$ cat src/rtl/npn_canon_seq_if.sv
// Handshake and result bus of the NPN canonicaliser.
// The master drives requests and accepts results; the slave is the canonicaliser.
interface npn_canon_seq_if #(
  parameter int NUM_INPUTS = 4
);
  localparam int TT_W = 2**NUM_INPUTS;
  localparam int PW   = ($clog2(NUM_INPUTS) < 1) ? 1 : $clog2(NUM_INPUTS);

  logic                       in_valid;
  logic                       in_ready;
  logic [TT_W-1:0]            in_tt;
  logic                       out_valid;
  logic                       out_ready;
  logic [TT_W-1:0]            out_tt;
  logic [NUM_INPUTS-1:0]      out_phase;
  logic [NUM_INPUTS*PW-1:0]   out_perm;
  logic                       out_neg;

  modport master (
    output in_valid, in_tt, out_ready,
    input  in_ready, out_valid, out_tt, out_phase, out_perm, out_neg
  );

  modport slave (
    input  in_valid, in_tt, out_ready,
    output in_ready, out_valid, out_tt, out_phase, out_perm, out_neg
  );
endinterface

$ cat src/rtl/npn_canon_seq.sv
// Sequential NPN canonicaliser: walks every (perm, phase[, neg]) transform of a truth table
// and keeps the smallest result. Define NPN_OUT_NEG_EN to include output negation (full NPN).
module npn_canon_seq #(
  parameter int NUM_INPUTS = 4
) (
  input  logic              clk,
  input  logic              rst,
  npn_canon_seq_if.slave    io_bus
);
  localparam int TT_W = 2**NUM_INPUTS;
  localparam int PW   = ($clog2(NUM_INPUTS) < 1) ? 1 : $clog2(NUM_INPUTS);

  function automatic int factorial(input int n);
    int acc;
    acc = 1;
    for (int k = 2; k <= n; k++) acc = acc * k;
    return acc;
  endfunction

  localparam int TOTAL = factorial(NUM_INPUTS) * (2**NUM_INPUTS);
  // 12 bits covers the 5-input worst case (3840 candidates plus the drain cycle).
  localparam int CNT_W = 12;

  typedef enum logic [1:0] {S_IDLE, S_RUN, S_DONE} state_t;

  // g[m] = f[z], z_j = m[perm[j]] ^ phase[j]
  function automatic logic [TT_W-1:0] apply_xform(
    input logic [TT_W-1:0]       f,
    input logic [PW-1:0]         perm [NUM_INPUTS],
    input logic [NUM_INPUTS-1:0] phase
  );
    logic [TT_W-1:0]       g;
    logic [NUM_INPUTS-1:0] x;
    logic [NUM_INPUTS-1:0] z;
    g = '0;
    for (int m = 0; m < TT_W; m++) begin
      x = NUM_INPUTS'(m);
      z = '0;
      for (int j = 0; j < NUM_INPUTS; j++) z[j] = x[perm[j]] ^ phase[j];
      g[m] = f[z];
    end
    return g;
  endfunction

  state_t                     r_state;
  state_t                     w_state_nx;
  logic                       w_accept;
  logic                       w_issue;
  logic                       w_in_ready;
  logic                       w_out_valid;

  logic [CNT_W-1:0]           r_cnt;
  logic [TT_W-1:0]            r_tt;
  logic [NUM_INPUTS-1:0]      r_phase;
  logic [PW-1:0]              r_perm   [NUM_INPUTS];
  logic [PW-1:0]              r_c      [NUM_INPUTS];
  logic [PW-1:0]              w_perm_nx [NUM_INPUTS];
  logic [PW-1:0]              w_c_nx    [NUM_INPUTS];
  logic                       w_found;

  logic [TT_W-1:0]            w_cand_p0;
  logic [TT_W-1:0]            r_cand_p1;
  logic [NUM_INPUTS-1:0]      r_phase_p1;
  logic [PW-1:0]              r_perm_p1 [NUM_INPUTS];
  logic                       r_vld_p1;

  logic                       w_win;
  logic [TT_W-1:0]            w_win_tt;
  logic [TT_W-1:0]            r_best_tt;
  logic [NUM_INPUTS-1:0]      r_best_phase;
  logic [PW-1:0]              r_best_perm [NUM_INPUTS];
  logic [NUM_INPUTS*PW-1:0]   w_out_perm;
`ifdef NPN_OUT_NEG_EN
  logic                       w_win_neg;
  logic                       r_best_neg;
`endif

  always_ff @(posedge clk) begin
    if (rst) r_state <= S_IDLE;
    else     r_state <= w_state_nx;
  end

  // RUN spends TOTAL cycles issuing candidates plus one to drain the compare stage.
  always_comb begin
    w_state_nx  = r_state;
    w_accept    = 1'b0;
    w_issue     = 1'b0;
    w_in_ready  = 1'b0;
    w_out_valid = 1'b0;
    case (r_state)
      S_IDLE: begin
        w_in_ready = 1'b1;
        if (io_bus.in_valid) begin
          w_accept   = 1'b1;
          w_state_nx = S_RUN;
        end
      end
      S_RUN: begin
        if (r_cnt < CNT_W'(TOTAL)) w_issue    = 1'b1;
        else                       w_state_nx = S_DONE;
      end
      S_DONE: begin
        w_out_valid = 1'b1;
        if (io_bus.out_ready) w_state_nx = S_IDLE;
      end
      default: w_state_nx = S_IDLE;
    endcase
  end

  // Heap's algorithm, one permutation step per call: the lowest i with c[i] < i swaps.
  always_comb begin
    w_perm_nx = r_perm;
    w_c_nx    = r_c;
    w_found   = 1'b0;
    for (int i = 1; i < NUM_INPUTS; i++) begin
      if (!w_found) begin
        if (r_c[i] < PW'(i)) begin
          w_found = 1'b1;
          if (i % 2 == 0) begin
            w_perm_nx[0] = r_perm[i];
            w_perm_nx[i] = r_perm[0];
          end else begin
            w_perm_nx[r_c[i]] = r_perm[i];
            w_perm_nx[i]      = r_perm[r_c[i]];
          end
          w_c_nx[i] = r_c[i] + 1'b1;
        end else begin
          w_c_nx[i] = '0;
        end
      end
    end
  end

  // Stage p0: candidate truth table for the current (perm, phase)
  assign w_cand_p0 = apply_xform(r_tt, r_perm, r_phase);

  always_ff @(posedge clk) begin
    if (w_accept) r_tt <= io_bus.in_tt;
    r_cand_p1  <= w_cand_p0;
    r_phase_p1 <= r_phase;
    r_perm_p1  <= r_perm;
  end

  // Stage p1: compare plain candidate first, then its complement; strictly-less keeps first minimum
  always_comb begin
    w_win    = 1'b0;
    w_win_tt = r_best_tt;
    if (r_cand_p1 < r_best_tt) begin
      w_win    = 1'b1;
      w_win_tt = r_cand_p1;
    end
`ifdef NPN_OUT_NEG_EN
    w_win_neg = 1'b0;
    if (~r_cand_p1 < w_win_tt) begin
      w_win     = 1'b1;
      w_win_tt  = ~r_cand_p1;
      w_win_neg = 1'b1;
    end
`endif
  end

  always_ff @(posedge clk) begin
    if (rst) begin
      r_cnt        <= '0;
      r_phase      <= '0;
      r_vld_p1     <= 1'b0;
      r_best_tt    <= '0;
      r_best_phase <= '0;
      for (int j = 0; j < NUM_INPUTS; j++) begin
        r_perm[j]      <= PW'(j);
        r_c[j]         <= '0;
        r_best_perm[j] <= PW'(j);
      end
`ifdef NPN_OUT_NEG_EN
      r_best_neg   <= 1'b0;
`endif
    end else begin
      r_vld_p1 <= w_issue;
      if (w_accept) begin
        r_cnt        <= '0;
        r_phase      <= '0;
        r_best_tt    <= io_bus.in_tt;
        r_best_phase <= '0;
        for (int j = 0; j < NUM_INPUTS; j++) begin
          r_perm[j]      <= PW'(j);
          r_c[j]         <= '0;
          r_best_perm[j] <= PW'(j);
        end
`ifdef NPN_OUT_NEG_EN
        r_best_neg   <= 1'b0;
`endif
      end else begin
        if (r_state == S_RUN) r_cnt <= r_cnt + 1'b1;
        if (w_issue) begin
          if (&r_phase) begin
            r_phase <= '0;
            r_perm  <= w_perm_nx;
            r_c     <= w_c_nx;
          end else begin
            r_phase <= r_phase + 1'b1;
          end
        end
        if (r_vld_p1 && w_win) begin
          r_best_tt    <= w_win_tt;
          r_best_phase <= r_phase_p1;
          r_best_perm  <= r_perm_p1;
`ifdef NPN_OUT_NEG_EN
          r_best_neg   <= w_win_neg;
`endif
        end
      end
    end
  end

  always_comb begin
    w_out_perm = '0;
    for (int j = 0; j < NUM_INPUTS; j++) w_out_perm[j*PW +: PW] = r_best_perm[j];
  end

  assign io_bus.in_ready  = w_in_ready;
  assign io_bus.out_valid = w_out_valid;
  assign io_bus.out_tt    = r_best_tt;
  assign io_bus.out_phase = r_best_phase;
  assign io_bus.out_perm  = w_out_perm;
`ifdef NPN_OUT_NEG_EN
  assign io_bus.out_neg   = r_best_neg;
`else
  assign io_bus.out_neg   = 1'b0;
`endif

endmodule
$ cat src/flat_wrapper.sv
// flat-port wrapper written by rule: the top's interface ports become plain ports
module npn_canon_seq_flat 
#(
  parameter int NUM_INPUTS = 4
)
  (clk, rst, io_bus_in_valid, io_bus_in_tt, io_bus_out_ready, io_bus_in_ready, io_bus_out_valid, io_bus_out_tt, io_bus_out_phase, io_bus_out_perm, io_bus_out_neg);
  npn_canon_seq_if #(.NUM_INPUTS(NUM_INPUTS)) io_bus_i ();
  input  logic clk;
  input  logic rst;
  input wire logic [$bits(io_bus_i.in_valid)-1:0] io_bus_in_valid;
  input wire logic [$bits(io_bus_i.in_tt)-1:0] io_bus_in_tt;
  input wire logic [$bits(io_bus_i.out_ready)-1:0] io_bus_out_ready;
  output wire logic [$bits(io_bus_i.in_ready)-1:0] io_bus_in_ready;
  output wire logic [$bits(io_bus_i.out_valid)-1:0] io_bus_out_valid;
  output wire logic [$bits(io_bus_i.out_tt)-1:0] io_bus_out_tt;
  output wire logic [$bits(io_bus_i.out_phase)-1:0] io_bus_out_phase;
  output wire logic [$bits(io_bus_i.out_perm)-1:0] io_bus_out_perm;
  output wire logic [$bits(io_bus_i.out_neg)-1:0] io_bus_out_neg;
  assign io_bus_i.in_valid = io_bus_in_valid;
  assign io_bus_i.in_tt = io_bus_in_tt;
  assign io_bus_i.out_ready = io_bus_out_ready;
  assign io_bus_in_ready = io_bus_i.in_ready;
  assign io_bus_out_valid = io_bus_i.out_valid;
  assign io_bus_out_tt = io_bus_i.out_tt;
  assign io_bus_out_phase = io_bus_i.out_phase;
  assign io_bus_out_perm = io_bus_i.out_perm;
  assign io_bus_out_neg = io_bus_i.out_neg;
  npn_canon_seq #(.NUM_INPUTS(NUM_INPUTS)) u_core (.clk(clk), .rst(rst), .io_bus(io_bus_i));
endmodule
$ cat config.mk
export PLATFORM = sky130hd
export DESIGN_NAME = npn_canon_seq_flat
export DESIGN_NICKNAME = d
export VERILOG_FILES = /design/src/rtl/npn_canon_seq_if.sv /design/src/rtl/npn_canon_seq.sv /design/src/flat_wrapper.sv
export SDC_FILE = /design/constraint.sdc
export NUM_CORES = 1
export LEC_CHECK = 0
export BUFFER_PORTS_ARGS = -buffer_cell sky130_fd_sc_hd__buf_2
export CORE_AREA = 2 2 123 125
export DETAILED_ROUTE_END_ITERATION = 10
export DIE_AREA = 0 0 125 127
export GPL_TIMING_DRIVEN = 0
export HOLD_SLACK_MARGIN = 0.03
export PLACE_DENSITY = 0.81
export SLEW_MARGIN = 20
export SYNTH_ARGS = -nofsm -noshare
export SYNTH_HDL_FRONTEND = slang
export SYNTH_SLANG_ARGS = --single-unit
$ cat constraint.sdc
create_clock -name clk -period 2.69 [get_ports clk]
set_input_delay 0 -clock clk [delete_from_list [all_inputs] [get_ports clk]]
set_output_delay 0 -clock clk [all_outputs]
set_load 0.01 [all_outputs]
==> results of run 1 <==
==> metal layers <==
layer,global-route usage,up-vias
met3,0.0771,81
met2,0.401,419
li1,-,2564
met1,0.308,2808
met4,0.133,0
met5,0,-
==> registers in the layout, summed over array words and instances (netlist names) <==
register	flops
u_core.r_c	6
u_core.r_vld_p1	1
u_core.io_bus.out_tt	16
u_core.io_bus.out_phase	4
u_core.r_cnt	12
u_core.r_phase	4
u_core.r_phase_p1	4
u_core.r_tt	16
u_core.r_cand_p1	16
u_core.io_bus.out_perm	8
u_core.r_perm_p1	8
u_core.r_perm	8
u_core.r_state	2
==> worst min-delay path, cell delays in order <==
cell and delay (ps):
buf_2 120, nand2b_1 290, a21oi_1 70
==> cells by family after synthesis <==
| family | synth area share |
|---|---|
| multiplexers | 0.266 |
| adder cells (fa/ha/maj) | 0.0716 |
| XOR/XNOR | 0.0673 |
| flip-flops | 0.316 |
| other | 0.000524 |
| buffers and inverters | 0.0494 |
| AND/OR/NAND/NOR | 0.119 |
| AO/OA/AOI/OAI | 0.110 |
==> power breakdown <==
part | leakage (uW) | switching (uW) | internal, uW
Clock | 0.000152 | 649 | 702
Sequential | 0.000881 | 114 | 1700
Combinational | 0.00200 | 520 | 484
Total | 0.00303 | 1280 | 2890
==> cells in the mapped netlist, types with 10 or more instances <==
cell	n	area, um^2
ha_1	41	513
inv_1	29	109
dfxtp_1	89	1780
xor2_1	29	254
o21ai_0	23	115
a21oi_1	27	135
clkbuf_1	38	143
buf_2	10	50.1
nor2b_1	11	68.8
nor4_1	16	100
edfxtp_1	16	480
nand2_1	35	131
mux2i_1	14	140
xnor2_1	26	228
mux4_2	77	1730
nor2_1	62	233
nand3_1	22	110
==> how the worst max path moves through the flow <==
stage / end / slack, ps / start
global route: u_core.r_cand_p1[14] / -40 / u_core.r_perm[5]
floorplan: u_core.r_cand_p1[1] / 60 / u_core.r_perm[7]
CTS: u_core.r_cand_p1[1] / 2 / u_core.r_perm[6]
detailed placement: u_core.r_cand_p1[1] / -450 / u_core.r_perm[6]
finish: u_core.r_cand_p1[1] / 1 / u_core.r_perm[4]
global placement: u_core.r_cand_p1[1] / -430 / u_core.r_perm[6]
==> final cells by class <==
class | count | area, um^2
well taps | 184 | 230
multi-input cells | 459 | 4720
clock buffers | 10 | 250
plain buffers | 55 | 251
repair buffers | 66 | 415
fillers | 1156 | 6130
inverters | 30 | 113
clock inverters | 6 | 50.0
flip-flops and latches | 105 | 2260
==> repair_timing <==
item,in CTS,in global routing
resized for setup,15,14
cloned,0,0
endpoints found under the hold margin,27,0
pin swaps,0,1
buffers inserted,0,0
setup endpoints to repair,12,20
hold buffers,17,0
==> per-stage QoR <==
| step | std cells | power (uW) | instance area [um^2] | utilization | setup TNS [ps] |
|---|---|---|---|---|---|
| final | 915 | 4170 | 8290 | 0.575 | 0 |
| after global routing | 915 | 4320 | 8290 | 0.575 | -76.0 |
| after CTS | 915 | 4160 | 8200 | 0.569 | 0 |
| after detailed placement | 882 | 2780 | 7640 | 0.530 | -2130 |
| after global placement | 882 | 2760 | 7640 | 0.529 | -5800 |
| after floorplan | 649 | 2510 | 7160 | - | 0 |
==> flow_metrics.py, run 1 <==
metrics = {
    "outcome": {
        "outcome": "completed",
    },
    "critical_path": {
        "worstReg2RegEnd": "u_core.r_cand_p1[1]",
        "setup.worst_path.class": "reg -> reg",
        "start_kind": "flop",
        "critical_path.most_common_cell": "mux4_2",
        "standard_cell_with_the_maximum_stage_delay_on_the_critical_path": "dfxtp_1",
        "timing.critical_path.arrival_ps": 2930,
        "critical_path.top_delay_family": "multiplexers",
        "worstPathBufferInverterCount": 2,
        "cp.depth": 6,
        "worstPathRequired_ps": 2930,
        "reg2reg_setup_slack_ps": 1,
        "ff2ff_path_depth": 6,
        "cp_cell_sequence": "buf_2 -> inv_1 -> ha_1 -> xor2_1 -> mux4_2 -> mux4_2",
        "cpPeakStageDelay_ps": 520,
        "r2r-start": "u_core.r_perm[4]",
        "critical_path.endpoint_type": "flop",
        "critical_path_peak_fanout": 8,
    },
    "sta": {
        "timing.final.crit_period_ps": 2690,
        "hold-worst-slack_ps": 155,
        "fmax_ghz": 0.372,
        "finalMaxSlewViolations": 0,
        "grt_setup_unrepaired": "yes",
        "fin_ws_ps": 1.49,
        "timing.max_slew.rel_slack": 0.464,
        "hold_viol": 0,
        "final_min_period_over_clock_period": 0.999,
        "finClkSkew_ps": 16.5,
        "timing.final.setup_violations": 0,
        "worstMarginPinSlew_ps": 803,
    },
    "logic_synthesis": {
        "yosysWarningCount": 0,
        "mappedNetlistArea_um2": 7160,
        "synth_edf_count": 16,
        "ys_async_sr_fraction": 0,
        "synth_cells": 649,
        "synth_seq_area_share": 0.316,
        "postSynthRegisterBits": 105,
        "number_of_library_cell_types_mapped_by_synthesis": 56,
        "postSynthAreaPerCell_um2": 11.0,
        "synth.net_count": 710,
        "synth_flop_cell": "dfxtp_1",
    },
    "floorplanning": {
        "initial_core_util": 0.497,
        "die_h_um": 127,
        "die_area_um2": 15900,
        "row_count": 44,
        "chipWidth_um": 125,
        "core_outline_area_um2": 14400,
        "num_io_pins": 51,
    },
    "clock_tree": {
        "cts.reportedPaths.clkPinSlew_ps": 70,
        "clockBufferDepth": 2,
        "worstSkewPairLatency_ps": 370,
        "cts_inserted_buffers": 9,
        "htreeDepth": 3,
        "cts_tree": "yes",
        "cts_root_buffer": "clkbuf_16",
        "cts.sinks": 105,
    },
    "grt": {
        "grt_antenna_before_repair": 0,
        "grt_overflow": 0,
        "grt_pass1_wl_um": 31100,
        "grt_start_max_net_pins": 26,
        "grtUsageTotal": 0.251,
        "grt_pass1_vias": 5903,
    },
    "drt": {
        "met2WireLength_um": 9650,
        "drt.antenna.violating_nets": 0,
        "detailedRoute.firstIterationViolations": 605,
        "vias_per_cell": 6.42,
        "vias": 5872,
        "wire_length_per_cell_um": 21.8,
        "final_wl_um": 19900,
        "m1WireLength_um": 7090,
        "first_pass_iters": 6,
        "route.met3.wl_um": 2230,
        "highest_layer": "met4",
        "route.detailed.drc": 0,
    },
    "place": {
        "dp.final_hpwl_um": 14000,
        "portBuffers": 49,
        "globalplace.congestion": 0.975,
        "placement.setup.worst_slack_ps": -453,
    },
    "final_layout": {
        "syn_to_final_growth_pct": 15.7,
        "layout_common_cells": "dfxtp_1 (89), mux4_2 (77), nor2_1 (61)",
        "final_net_count": 787,
        "fraction_of_final_layout_cells_sized_beyond_drive_strength_1": 0.271,
        "antennaDiodeCount": 0,
        "mostFrequentLayoutCell": "dfxtp_1",
    },
    "worst_hold_path": {
        "hp-class": "in -> reg",
        "hold_path.startpoint": "rst",
        "timing.hold.worst_path_depth": 3,
        "worstHoldEndpoint": "u_core.io_bus.out_perm[1]",
    },
    "power": {
        "power.density_nw_per_um2": 503,
        "p_leak_uw": 0.00303,
        "peakVddDrop_mv": 0.318,
    },
    "run": {
        "timing.max_cap.violations": 0,
    },
}
No activity file was read; power rests on OpenSTA's default activity.
==> run 2: changes to the inputs <==
--- a/config.mk
+++ b/config.mk
@@ -6,12 +6,12 @@
 export NUM_CORES = 1
 export LEC_CHECK = 0
 export BUFFER_PORTS_ARGS = -buffer_cell sky130_fd_sc_hd__buf_2
-export CORE_AREA = 2 2 123 125
+export CORE_AREA = 2 2 117 119
 export DETAILED_ROUTE_END_ITERATION = 10
-export DIE_AREA = 0 0 125 127
+export DIE_AREA = 0 0 119 121
 export GPL_TIMING_DRIVEN = 0
 export HOLD_SLACK_MARGIN = 0.03
-export PLACE_DENSITY = 0.81
+export PLACE_DENSITY = 0.87
 export SLEW_MARGIN = 20
 export SYNTH_ARGS = -nofsm -noshare
 export SYNTH_HDL_FRONTEND = slang
==> run 2 against run 1 <==
Net effect:
- first-iteration DRC count increased by 49%
- clock skew decreased by 6.0 ps
- cell area hardly changed
==> flow_metrics.py, run 2 (synthesis gave the netlist of run 1 again) <==
metrics = {
    "outcome": {
        "outcome": "completed",
    },
    "run": {
        "timing.max_cap.violations": 0,
    },
    "sta": {
        "finClkSkew_ps": 10.5,
        "fmax_ghz": 0.377,
        "hold_viol": 0,
        "timing.final.crit_period_ps": 2660,
        "grt_setup_unrepaired": "yes",
        "timing.final.setup_violations": 0,
        "final_min_period_over_clock_period": 0.987,
        "timing.max_slew.rel_slack": 0.483,
        "finalMaxSlewViolations": 0,
        "worstMarginPinSlew_ps": 776,
    },
    "final_layout": {
        "layout.cell_area.non_filler_um2": 8290,
        "finalNonFillerCells": 907,
        "finish.utilization": 0.634,
        "fill_cells": 902,
        "final_net_count": 787,
        "fraction_of_final_layout_cells_sized_beyond_drive_strength_1": 0.271,
        "antennaDiodeCount": 0,
        "layout_common_cells": "dfxtp_1 (88), mux4_2 (77), nor2_1 (61)",
        "mostFrequentLayoutCell": "dfxtp_1",
        "syn_to_final_growth_pct": 15.8,
    },
    "critical_path": {
        "critical_path.most_common_cell": "mux4_2",
        "critical_path.endpoint_type": "flop",
        "r2r-start": "u_core.r_perm[7]",
        "standard_cell_with_the_maximum_stage_delay_on_the_critical_path": "mux4_2",
        "timing.critical_path.arrival_ps": 2890,
        "start_kind": "flop",
        "critical_path.endpoint": "u_core.r_cand_p1[13]",
        "worstPathRequired_ps": 2920,
        "critical_path_peak_fanout": 6,
        "setup.worst_path.class": "reg -> reg",
        "reg2reg_setup_slack_ps": 30,
        "ff2ff_path_depth": 6,
        "cpPeakStageDelay_ps": 560,
        "cp_cell_sequence": "clkbuf_4 -> inv_1 -> ha_1 -> xor2_2 -> mux4_2 -> mux4_2",
        "worstReg2RegEnd": "u_core.r_cand_p1[13]",
        "critical_path.startpoint": "u_core.r_perm[7]",
    },
    "power": {
        "p_leak_uw": 0.00303,
        "total_power_uw": 4230,
        "power.density_nw_per_um2": 510,
        "peakVddDrop_mv": 0.350,
    },
    "clock_tree": {
        "cts.sinks": 105,
        "postCtsSetupBuffers": 0,
        "clockBufferDepth": 2,
        "cts_tree": "yes",
        "cts_inserted_buffers": 9,
        "cts_root_buffer": "clkbuf_16",
        "htreeDepth": 3,
        "cts.reportedPaths.clkPinSlew_ps": 80,
        "worstSkewPairLatency_ps": 370,
    },
    "floorplanning": {
        "chipWidth_um": 119,
        "die_area_um2": 14400,
        "row_count": 42,
        "die_h_um": 121,
        "num_io_pins": 51,
        "core_outline_area_um2": 13100,
        "initial_core_util": 0.547,
    },
    "drt": {
        "wire_length_per_cell_um": 22.6,
        "vias": 6000,
        "detailedRoute.firstIterationViolations": 899,
        "final_wl_um": 20500,
        "drt.antenna.violating_nets": 0,
        "route.detailed.drc": 0,
        "first_pass_iters": 7,
        "vias_per_cell": 6.62,
    },
    "grt": {
        "grtUsageTotal": 0.289,
        "grt_pass1_wl_um": 31800,
        "grt_overflow": 0,
        "grt_start_max_net_pins": 26,
        "grt_antenna_before_repair": 0,
        "grt_pass1_vias": 5931,
    },
    "place": {
        "area_of_placed_instances_um2": 7630,
        "portBuffers": 49,
        "globalplace.congestion": 1.01,
        "dp.final_hpwl_um": 14200,
        "dpl.cell_count": 874,
    },
    "worst_hold_path": {
        "hp-class": "in -> reg",
    },
}
run 2: worst min-delay path by stage:
stage          cells after the start                         to  slack (ps)              from
2_1_floorplan                      0             u_core.r_tt[0]         100   io_bus_in_tt[0]
3_3_place_gp                       1             u_core.r_tt[4]         200   io_bus_in_tt[4]
3_5_place_dp                       1            u_core.r_tt[13]         190  io_bus_in_tt[13]
4_1_cts                            3  u_core.io_bus.out_perm[1]          80               rst
5_1_grt                            3  u_core.io_bus.out_perm[1]         110               rst
6_report                           3  u_core.io_bus.out_perm[1]         100               rst
run 2: power by group:
part | internal [uW] | total, uW | switching (uW)
clock | 760 | 1390 | 630
sequential | 1700 | 1820 | 121
combinational | 484 | 1020 | 535
total | 2950 | 4230 | 1290
run 2: critical path: cells and delay by family (launching register included):
kind	cells	cell delay, ps
flops	1	360
mux	2	1080
fa+ha+maj	1	360
xor+xnor	1	350
buf+inv	2	380
run 2: per-stage QoR:
step | setup TNS, ps | hold slack (ps) | worst slack (ps)
6_report | 0 | 96.1 | 34.8
5_1_grt | -120 | 110 | -53.2
4_1_cts | -4.41 | 76.8 | -4.41
3_5_place_dp | -2290 | 193 | -518
3_3_place_gp | -6370 | 198 | -458
2_1_floorplan | 0 | 98.9 | 55.5
run 2: what timing repair did:
action / in CTS / in global routing
hold endpoints to repair: 27 / 0
gates resized for setup: 15 / 19
cloned: 0 / 0
setup endpoints to repair: 8 / 30
hold buffers: 17 / 0
pin swaps: 0 / 2
run 2: per-layer routing:
metal / wire, um / GRT usage / part of all wire / vias up
met5: 0 / 0 / 0 / -
met4: 1390 / 0.193 / 0.068 / 0
met3: 2490 / 0.0634 / 0.12 / 136
met2: 9400 / 0.458 / 0.46 / 517
met1: 7190 / 0.355 / 0.35 / 2778
li1: - / - / - / 2569
run 2: layout make-up:
class,instances,area [um^2],area share
Multi-Input combinational cell,459,4710,0.568
Sequential cell,105,2260,0.273
Timing Repair Buffer,66,415,0.0501
Buffer,55,255,0.0308
Clock buffer,10,239,0.0288
Tap cell,176,220,0.0266
Inverter,30,113,0.0136
Clock inverter,6,73.8,0.00890
==> run 3: changes to the inputs <==
--- a/config.mk
+++ b/config.mk
@@ -9,7 +9,7 @@
 export CORE_AREA = 2 2 117 119
 export DETAILED_ROUTE_END_ITERATION = 10
 export DIE_AREA = 0 0 119 121
-export GPL_TIMING_DRIVEN = 0
+export GPL_TIMING_DRIVEN = 1
 export HOLD_SLACK_MARGIN = 0.03
 export PLACE_DENSITY = 0.87
 export SLEW_MARGIN = 20
==> run 3 against run 2 <==
Net effect:
- the run now ends with negative setup slack left
- routed wire length rose by 4.5%
- sequential power rose by 4%
- critical path depth increased by 2
- maximum frequency is 3.4% lower
- clock power is 7% higher
- first-iteration DRC count fell by 9.5%
- combinational power about the same
- global-route usage is 0.56 points higher
- via count is 1.7% higher
- die area unchanged
- clock skew is 1.9 ps higher
- critical path type unchanged
- highest routed layer unchanged
==> flow_metrics.py, run 3 (synthesis gave the netlist of run 1 again) <==
metrics = {
    "power": {
        "p_leak_uw": 0.00308,
        "power.clock.fraction": 0.342,
        "peakVddDrop_mv": 0.332,
        "share_comb_of_total_power": 0.227,
        "swShare": 0.302,
        "p_seq_frac": 0.432,
        "intPower_uw": 3050,
        "power.density_nw_per_um2": 531,
        "netSwitchingPower_uw": 1320,
        "total_power_uw": 4370,
    },
    "place": {
        "dp.final_hpwl_um": 13300,
        "globalplace.congestion": 0.905,
        "dpl.cell_count": 854,
        "portBuffers": 49,
    },
    "critical_path": {
        "worstReg2RegEnd": "u_core.io_bus.out_tt[5]",
        "reg2reg_setup_slack_ps": -60,
        "r2r-start": "u_core.io_bus.out_tt[15]",
        "ff2ff_path_depth": 8,
        "worstPathRequired_ps": 2900,
        "setup.worst_path.class": "reg -> reg",
        "timing.critical_path.arrival_ps": 2950,
        "start_kind": "flop",
        "critical_path.endpoint_type": "flop",
        "critical_path_peak_fanout": 10,
    },
    "drt": {
        "route.detailed.drc": 0,
        "first_pass_iters": 6,
        "final_wl_um": 21400,
        "wire_length_per_cell_um": 24.0,
        "vias": 6101,
        "detailedRoute.firstIterationViolations": 814,
        "vias_per_cell": 6.86,
        "drt.antenna.violating_nets": 0,
    },
    "worst_hold_path": {
        "worstHoldEndpoint": "u_core.io_bus.out_tt[1]",
        "hp-class": "in -> reg",
        "timing.hold.worst_path_depth": 5,
        "hold_path.startpoint": "io_bus_in_valid",
    },
    "sta": {
        "hold_viol": 0,
        "finalMaxSlewViolations": 0,
        "timing.max_slew.rel_slack": 0.468,
        "fmax_ghz": 0.364,
        "fin_ws_ps": -58.7,
        "timing.final.crit_period_ps": 2750,
        "worstMarginPinSlew_ps": 796,
        "hold-worst-slack_ps": 218,
        "final_min_period_over_clock_period": 1.02,
        "finClkSkew_ps": 12.3,
        "timing.final.setup_violations": 1,
    },
    "final_layout": {
        "finish.utilization": 0.630,
        "syn_to_final_growth_pct": 15.1,
        "finalNonFillerCells": 890,
        "final_net_count": 769,
        "fraction_of_final_layout_cells_sized_beyond_drive_strength_1": 0.283,
        "layout_common_cells": "dfxtp_1 (89), mux4_2 (77), nor2_1 (62)",
        "mostFrequentLayoutCell": "dfxtp_1",
    },
    "grt": {
        "grt_pass1_vias": 6170,
        "grt_start_max_net_pins": 51,
        "grtUsageTotal": 0.294,
        "grt_overflow": 0,
        "grt_pass1_wl_um": 32800,
        "grt_antenna_before_repair": 1,
    },
    "clock_tree": {
        "cts_tree": "yes",
        "cts.reportedPaths.clkPinSlew_ps": 70,
        "worstSkewPairLatency_ps": 360,
        "cts.sinks": 105,
        "htreeDepth": 3,
        "cts_inserted_buffers": 9,
        "clockBufferDepth": 2,
        "cts_root_buffer": "clkbuf_16",
    },
    "floorplanning": {
        "num_io_pins": 51,
        "chipWidth_um": 119,
        "initial_core_util": 0.547,
        "die_h_um": 121,
        "core_outline_area_um2": 13100,
        "die_area_um2": 14400,
        "row_count": 42,
    },
    "run": {
        "timing.max_cap.violations": 0,
    },
    "outcome": {
        "outcome": "finished with violations",
        "failed_checks": "negative setup slack",
    },
}
-- run 3: changes by cell type in the layout (fill, tap and decap cells not counted), moves of 3 or more --
cell / previous run / this run
xor2_1: 23 / 29
a2111oi_0: 6 / 1
clkbuf_2: 4 / 0
buf_2: 60 / 50
xnor2_1: 20 / 26
buf_4: 2 / 32
xor2_2: 5 / 0
xnor2_4: 4 / 0
clkbuf_1: 32 / 0
buf_12: 0 / 3
a2111oi_1: 2 / 6
-- run 3: worst max path at each step --
stage,slack (ps),depth (start not counted),endpoint,startpoint
final,-60,8,u_core.io_bus.out_tt[5],u_core.io_bus.out_tt[15]
after global routing,-160,8,u_core.io_bus.out_tt[5],u_core.io_bus.out_tt[15]
after CTS,20,8,u_core.io_bus.out_tt[3],u_core.io_bus.out_tt[15]
after detailed placement,-140,8,u_core.io_bus.out_tt[3],u_core.io_bus.out_tt[9]
after global placement,70,8,u_core.io_bus.out_tt[3],u_core.io_bus.out_tt[11]
after floorplan,60,6,u_core.r_cand_p1[1],u_core.r_perm[7]
-- run 3: area by class of cell --
type	instances	area [um^2]
clock buffers	10	239
inverters	30	113
fillers	876	4840
multi-input cells	459	4580
clock inverters	6	96.3
repair buffers	103	732
well taps	176	220
diodes	1	2.50
flip-flops and latches	105	2260
-- run 3: per-layer routing --
| metal | GRT usage | vias to the layer above | routed length (um) |
|---|---|---|---|
| met1 | 0.336 | 2857 | 6960 |
| met5 | 0 | - | 0 |
| met2 | 0.501 | 536 | 10300 |
| met4 | 0.177 | 0 | 1570 |
| li1 | - | 2533 | - |
| met3 | 0.0728 | 175 | 2580 |
-- run 3: power by group through the flow --
stage	logic [uW]	registers, uW	clock network [uW]
6_report	991	1890	1490
5_1_grt	1050	1890	1540
4_1_cts	943	1860	1480
3_5_place_dp	907	1890	0
3_3_place_gp	850	1880	0
2_1_floorplan	696	1820	0
-- run 3: through the flow --
stage / setup slack, ps / setup TNS (ps) / cell area (um^2)
after floorplan: 55.5 / 0 / 7160
after global placement: 65.2 / 0 / 7690
after detailed placement: -143 / -143 / 7690
after CTS: 22.9 / 0 / 8200
after global routing: -155 / -273 / 8240
final: -58.7 / -58.7 / 8240
-- run 3: critical path, stage by stage, from the launching register on --
cell and delay, ps:
dfxtp_1 390, inv_1 70, ha_1 350, nand4_2 210
or3_4 470, o32ai_4 280, buf_6 200, nor4_1 80
a2111oi_1 540
-- run 3: repair_timing --
action,4_1_cts,5_1_grt
setup endpoints to repair,2,9
gates cloned,0,1
pin swaps,0,5
hold buffers,17,0
gates resized for setup,2,8
buffers inserted,0,1
endpoints found under the hold margin,25,0
